===== src/rtl/bf_pkg.sv =====
// Definitions shared by the systolic array top and the partial-sum accumulator:
// FSM states, default geometry, and the per-lane shift/ReLU/saturate step.
package bf_pkg;

   localparam int BF_ARRAY_SIZE = 8;
   localparam int BF_COL_WIDTH  = 13;
   localparam int BF_ACC_WIDTH  = 64;
   localparam int BF_OUT_WIDTH  = 16;
   localparam int SHIFT_W       = 6;

   typedef enum logic [1:0] {
      IDLE  = 2'd0,
      ACCUM = 2'd1,
      POST  = 2'd2,
      DRAIN = 2'd3
   } state_e;

   localparam logic signed [BF_ACC_WIDTH-1:0] SAT_MAX =
      {{(BF_ACC_WIDTH-BF_OUT_WIDTH+1){1'b0}}, {(BF_OUT_WIDTH-1){1'b1}}};
   localparam logic signed [BF_ACC_WIDTH-1:0] SAT_MIN =
      {{(BF_ACC_WIDTH-BF_OUT_WIDTH+1){1'b1}}, {(BF_OUT_WIDTH-1){1'b0}}};

   // Arithmetic shift rounds toward -inf; ReLU is applied before clamping.
   function automatic logic signed [BF_OUT_WIDTH-1:0] sat_shift(
      input logic signed [BF_ACC_WIDTH-1:0] acc,
      input logic        [SHIFT_W-1:0]      shift,
      input logic                           relu_en
   );
      logic signed [BF_ACC_WIDTH-1:0] r;
      r = acc >>> shift;
      if (relu_en && r[BF_ACC_WIDTH-1]) begin
         r = '0;
      end
      if (r > SAT_MAX) begin
         sat_shift = {1'b0, {(BF_OUT_WIDTH-1){1'b1}}};
      end else if (r < SAT_MIN) begin
         sat_shift = {1'b1, {(BF_OUT_WIDTH-1){1'b0}}};
      end else begin
         sat_shift = r[BF_OUT_WIDTH-1:0];
      end
   endfunction

endpackage


===== src/rtl/psum_lane.sv =====
// One psum lane: sign-extending accumulator followed by a registered
// shift / ReLU / saturate result.
module psum_lane
   import bf_pkg::*;
#(
   parameter int COL_WIDTH = BF_COL_WIDTH,
   parameter int ACC_WIDTH = BF_ACC_WIDTH,
   parameter int OUT_WIDTH = BF_OUT_WIDTH
) (
   input  logic                          clk,
   input  logic                          rst_n,
   input  logic                          clr_i,
   input  logic                          acc_en_i,
   input  logic                          post_en_i,
   input  logic        [SHIFT_W-1:0]     shift_i,
   input  logic                          relu_en_i,
   input  logic signed [4*COL_WIDTH-1:0] psum_i,
   output logic signed [OUT_WIDTH-1:0]   out_o
);

   logic signed [ACC_WIDTH-1:0] acc_q, acc_d;
   logic signed [OUT_WIDTH-1:0] out_q, out_d;

   always_comb begin
      acc_d = acc_q;
      if (clr_i) begin
         acc_d = '0;
      end else if (acc_en_i) begin
         acc_d = acc_q + ACC_WIDTH'(psum_i);
      end
   end

   always_comb begin
      out_d = out_q;
      if (post_en_i) begin
         out_d = sat_shift(acc_q, shift_i, relu_en_i);
      end
   end

   // Accumulate stage feeds the post-process register one cycle later.
   always_ff @(posedge clk or negedge rst_n) begin
      if (!rst_n) begin
         acc_q <= '0;
         out_q <= '0;
      end else begin
         acc_q <= acc_d;
         out_q <= out_d;
      end
   end

   assign out_o = out_q;

endmodule


===== src/rtl/psum_accumulator.sv =====
// K-tiled partial-sum accumulator: sums num_tiles psum vectors per job, then
// emits one shifted / ReLU'd / saturated vector over a valid/ready handshake.
module psum_accumulator
   import bf_pkg::*;
#(
   parameter int ARRAY_SIZE = BF_ARRAY_SIZE,
   parameter int COL_WIDTH  = BF_COL_WIDTH,
   parameter int ACC_WIDTH  = BF_ACC_WIDTH,
   parameter int OUT_WIDTH  = BF_OUT_WIDTH
) (
   input  logic                                clk,
   input  logic                                rst_n,
   input  logic                                start,
   input  logic [15:0]                         num_tiles,
   input  logic [SHIFT_W-1:0]                  shift,
   input  logic                                relu_en,
   input  logic [ARRAY_SIZE*4*COL_WIDTH-1:0]   psum_in,
   input  logic                                psum_valid,
   output logic                                psum_ready,
   output logic [ARRAY_SIZE*OUT_WIDTH-1:0]     out_data,
   output logic                                out_valid,
   input  logic                                out_ready,
   output logic                                busy,
   output logic                                done
);

   localparam int LANE_W = 4 * COL_WIDTH;

   state_e              state_q, state_d;
   logic [15:0]         cnt_q, cnt_d;
   logic [15:0]         tiles_q, tiles_d;
   logic [SHIFT_W-1:0]  shift_q, shift_d;
   logic                relu_q, relu_d;
   logic                done_q, done_d;
   logic                clr, beat, post_en;

   always_comb begin
      state_d = state_q;
      cnt_d   = cnt_q;
      tiles_d = tiles_q;
      shift_d = shift_q;
      relu_d  = relu_q;
      done_d  = 1'b0;
      clr     = 1'b0;
      beat    = 1'b0;
      post_en = 1'b0;
      unique case (state_q)
         IDLE: begin
            if (start) begin
               tiles_d = (num_tiles == 16'd0) ? 16'd1 : num_tiles;
               shift_d = shift;
               relu_d  = relu_en;
               cnt_d   = '0;
               clr     = 1'b1;
               state_d = ACCUM;
            end
         end
         ACCUM: begin
            if (psum_valid) begin
               beat  = 1'b1;
               cnt_d = cnt_q + 16'd1;
               if (cnt_d == tiles_q) begin
                  state_d = POST;
               end
            end
         end
         POST: begin
            post_en = 1'b1;
            state_d = DRAIN;
         end
         DRAIN: begin
            if (out_ready) begin
               done_d  = 1'b1;
               state_d = IDLE;
            end
         end
         default: state_d = IDLE;
      endcase
   end

   always_ff @(posedge clk or negedge rst_n) begin
      if (!rst_n) begin
         state_q <= IDLE;
         cnt_q   <= '0;
         tiles_q <= '0;
         shift_q <= '0;
         relu_q  <= 1'b0;
         done_q  <= 1'b0;
      end else begin
         state_q <= state_d;
         cnt_q   <= cnt_d;
         tiles_q <= tiles_d;
         shift_q <= shift_d;
         relu_q  <= relu_d;
         done_q  <= done_d;
      end
   end

   assign psum_ready = (state_q == ACCUM);
   assign out_valid  = (state_q == DRAIN);
   assign busy       = (state_q != IDLE);
   assign done       = done_q;

   for (genvar i = 0; i < ARRAY_SIZE; i++) begin : g_lane
      psum_lane #(
         .COL_WIDTH (COL_WIDTH),
         .ACC_WIDTH (ACC_WIDTH),
         .OUT_WIDTH (OUT_WIDTH)
      ) u_lane (
         .clk       (clk),
         .rst_n     (rst_n),
         .clr_i     (clr),
         .acc_en_i  (beat),
         .post_en_i (post_en),
         .shift_i   (shift_q),
         .relu_en_i (relu_q),
         .psum_i    (psum_in[i*LANE_W +: LANE_W]),
         .out_o     (out_data[i*OUT_WIDTH +: OUT_WIDTH])
      );
   end

endmodule


===== config.mk =====
export PLATFORM = sky130hd
export DESIGN_NAME = psum_accumulator
export DESIGN_NICKNAME = d
export VERILOG_FILES = /design/src/rtl/bf_pkg.sv /design/src/rtl/psum_lane.sv /design/src/rtl/psum_accumulator.sv
export SDC_FILE = /design/constraint.sdc
export NUM_CORES = 2
export LEC_CHECK = 0
export CAP_MARGIN = 30
export CELL_PAD_IN_SITES_DETAIL_PLACEMENT = 0
export CELL_PAD_IN_SITES_GLOBAL_PLACEMENT = 1
export CORE_ASPECT_RATIO = 0.7
export CORE_MARGIN = 3
export CORE_UTILIZATION = 50
export DETAILED_ROUTE_END_ITERATION = 8
export GPL_ROUTABILITY_DRIVEN = 0
export PLACE_DENSITY_LB_ADDON = 0.1
export SETUP_SLACK_MARGIN = 0.02
export SKIP_CTS_REPAIR_TIMING = 1
export SLEW_MARGIN = 20
export SYNTH_ARGS = -nofsm -noshare
export SYNTH_HDL_FRONTEND = slang
export SYNTH_SLANG_ARGS = --single-unit

===== constraint.sdc =====
create_clock -name clk -period 8 [get_ports clk]
set_clock_uncertainty 0.2 [all_clocks]
set_input_delay 2.4 -clock clk [delete_from_list [all_inputs] [get_ports clk]]
set_output_delay 2.4 -clock clk [all_outputs]
set_load 0.02 [all_outputs]

==> results.cfg <==
[status]
outcome = finished, violations left
failed_checks = DRC

[yosys]
netlist_area_um2 = 90600
synth_common_cells = 2254 x nand2_1, 1211 x a21oi_1, 1000 x o21ai_0, 806 x nor2_1, 682 x dfrtp_1
synth_xor_area_share_pct = 4.31
netlist_instances = 11671
async_flop_share_pct = 100
synthTopCellsByArea = dfrtp_1 19%, mux4_2 11%, nand2_1 9.3%
muxShareOfSynthArea_pct = 19.3
synth-adder-area-share_pct = 7.22
yosysSeqAreaShare_pct = 18.8
synth.most_common_cell = nand2_1
synth_nets = 12633
synth-warning-count = 0
synth_compound_area_share_pct = 25.3
synth-simple-area-share_pct = 19.7
synth_area_per_cell_um2 = 7.76
synth_top_family_by_area = compound AO/OA/AOI/OAI gates
synth_edf_count = 0
synth.distinct_cells = 97
synth_ff_type = dfrtp_1
synth_top_cell_by_area = dfrtp_1
synth-seq-cells = 682
synth_top_area_share_pct = 18.8

[drt]
dr_wl_met3_um = 61600
drtIter0Drc = 16267
wirelength_um = 392000
num_vias = 96991
drt_pass1_iterations = 9
drcViolationCount = 11
antenna_left = 0
top_layer_used = met5
via_per_inst = 6.88
drt-met1-wl_um = 172000
wl_per_cell_um = 27.8
met2_length_um = 146000

[timing]
slew_headroom_pct = 12.8
slew_violations = 0
min_period_ns = 6.70
setup_violations = 0
tightest_slew_ns = 1.30
fmax_mhz = 149
finalHoldViolations = 0
rsz0062_at_grt = false
period_share_pct = 83.8
setup_tns_ns = 0

[clocking]
cts_buffer_depth = 3
cts_num_sinks = 682
htreeDepth = 3
clock_latency_ns = 0.78
cts_root_buf = clkbuf_16
cts_buffers = 85
clkTransAtPathRegs_ns = 0.07
tritoncts = built

[place]
place_hpwl_um = 301000
placed_cells = 13901
place.port_buffers = 575

[critical_path]
cp-endpoint = g_lane[4].u_lane.acc_q[58]$_DFFE_PN0P_
critPathLaunchType = input port
crit_type = input port to flip-flop
end_kind = flip-flop
ff2ff_path_depth = 14
r2r_start = shift_q[1]$_DFFE_PN0P_
arrival_ns = 7.15
rrSetupSlack_ns = 1.85
critical_path_peak_fanout = 4
worstPathRequired_ns = 8.45
cp-startpoint = psum_in[208]
r2r-end = g_lane[4].u_lane.out_o[1]$_DFFE_PN0P_

[floorplan]
core_area_um2 = 180000
floorplan.initialDensity_pct = 50.4
io_pins = 576
die-area_um2 = 186000
die_w_um = 515
rows = 130
die_y_um = 362

[finish]
area_delta_synth_final_pct = 10.5
fin_cells = 14088
layout.core_utilization_pct = 55.7
nNetsFinal = 12586
drive_above_1_share_pct = 9.23

[pwr]
finalPower_w = 0.0497
power.leakage_nw = 42.4
irDropWorstVdd_mv = 0.441
p_per_area_nw_per_um2 = 496

[grt]
antenna_found_initial = 41
grt_max_degree = 173
overflow = 0
grt_pass1_vias = 86298
grt_pass1_wl_um = 575000
grt_use_total_pct = 40.2

[worst_hold_path]
min_path_type = flip-flop to flip-flop

[run]
drv_cap = 0
==> through the flow <==
step	hold WS, ns	worst slack (ns)	instance area, um^2
3_3_place_gp	0.261	0.201	96800
3_5_place_dp	0.266	0.751	96900
5_1_grt	0.292	1.19	100000
2_1_floorplan	0.265	2.13	90600
4_1_cts	0.279	1.51	100000
6_report	0.275	1.30	100000
==> layout make-up <==
cell class	count	area, um^2
Fill cell	16686	79600
Multi-Input combinational cell	9938	68900
Sequential cell	682	17100
Timing Repair Buffer	748	7360
Tap cell	2376	2970
Clock buffer	108	2380
Clock inverter	50	696
Inverter	169	672
Antenna cell	17	42.5
==> where the power goes <==
part | leakage [nW] | switching [W] | total, W | internal [W]
Sequential | 8.50 | 0.00286 | 0.00755 | 0.00468
Combinational | 32.4 | 0.0238 | 0.0377 | 0.0139
Clock | 1.49 | 0.00189 | 0.00442 | 0.00253
Total | 42.4 | 0.0286 | 0.0497 | 0.0211
==> worst min-delay path by stage <==
stage / start / to / slack [ns] / cells past startpoint
detailed placement: g_lane[2].u_lane.out_o[14]$_DFFE_PN0P_ / g_lane[2].u_lane.out_o[14]$_DFFE_PN0P_ / 0.27 / 1
global placement: g_lane[4].u_lane.out_o[8]$_DFFE_PN0P_ / g_lane[4].u_lane.out_o[8]$_DFFE_PN0P_ / 0.26 / 1
finish: g_lane[2].u_lane.out_o[14]$_DFFE_PN0P_ / g_lane[2].u_lane.out_o[14]$_DFFE_PN0P_ / 0.28 / 1
global route: g_lane[7].u_lane.out_o[13]$_DFFE_PN0P_ / g_lane[7].u_lane.out_o[13]$_DFFE_PN0P_ / 0.29 / 1
CTS: g_lane[2].u_lane.out_o[14]$_DFFE_PN0P_ / g_lane[2].u_lane.out_o[14]$_DFFE_PN0P_ / 0.28 / 1
floorplan: tiles_q[10]$_DFFE_PN0P_ / tiles_q[10]$_DFFE_PN0P_ / 0.27 / 2
==> layer usage <==
layer  up-vias  track usage [%]
met4        32             9.36
li1      43072                -
met1     46762             61.4
met2      6364             51.0
met5         -             1.55
met3       761             16.6
==> cell usage in the layout (no fill, tap or decap), types with 152 or more instances in the layout <==
cell | Yosys | final
dfrtp_1 | 682 | 675
ha_1 | 510 | 509
inv_1 | 165 | 162
mux2i_1 | 479 | 479
xnor2_1 | 273 | 273
nand3_1 | 193 | 193
o21ai_0 | 1000 | 993
clkdlybuf4s50_1 | 0 | 574
xor2_1 | 173 | 173
mux2_2 | 186 | 186
nor2_1 | 806 | 799
mux4_2 | 462 | 462
a211oi_1 | 188 | 185
o21a_1 | 152 | 152
nand2_1 | 2254 | 2251
a21oi_1 | 1211 | 1211
a21o_1 | 334 | 334
==> worst max-delay path: stages <==
cell and delay (ns):
clkdlybuf4s50_1 0.56, ha_1 0.23, inv_1 0.07, fa_1 0.39, nor2b_1 0.16, o21ai_0 0.12
a21boi_0 0.34, o2111ai_1 0.21, a311o_1 0.46, a2111oi_0 0.85, buf_4 0.25, o2111a_1 0.31
a31o_2 0.23, nand2_1 0.08, o21ai_0 0.21, xnor2_1 0.10, a22o_1 0.18
==> flip-flops by register name (all words and copies together), names as in the netlist <==
register	count
g_lane.u_lane.out_o	128
shift_q	6
tiles_q	16
relu_q	1
state_q	2
done	1
cnt_q	16
g_lane.u_lane.acc_q	512
==> kinds of logic (layout without fill, tap and decap cells) <==
kind of cell               Yosys count  after routing
adders and majority gates          518            518
buffers and inverters             1051           1075
DFF                                682            682
AOI/OAI and AO/OA                 3729           3729
muxes                             1136           1136
xor gates and xnor gates           446            446
other                                0             17
and+or+nand+nor                   4109           4109
Power figures use the tool's default switching activity.
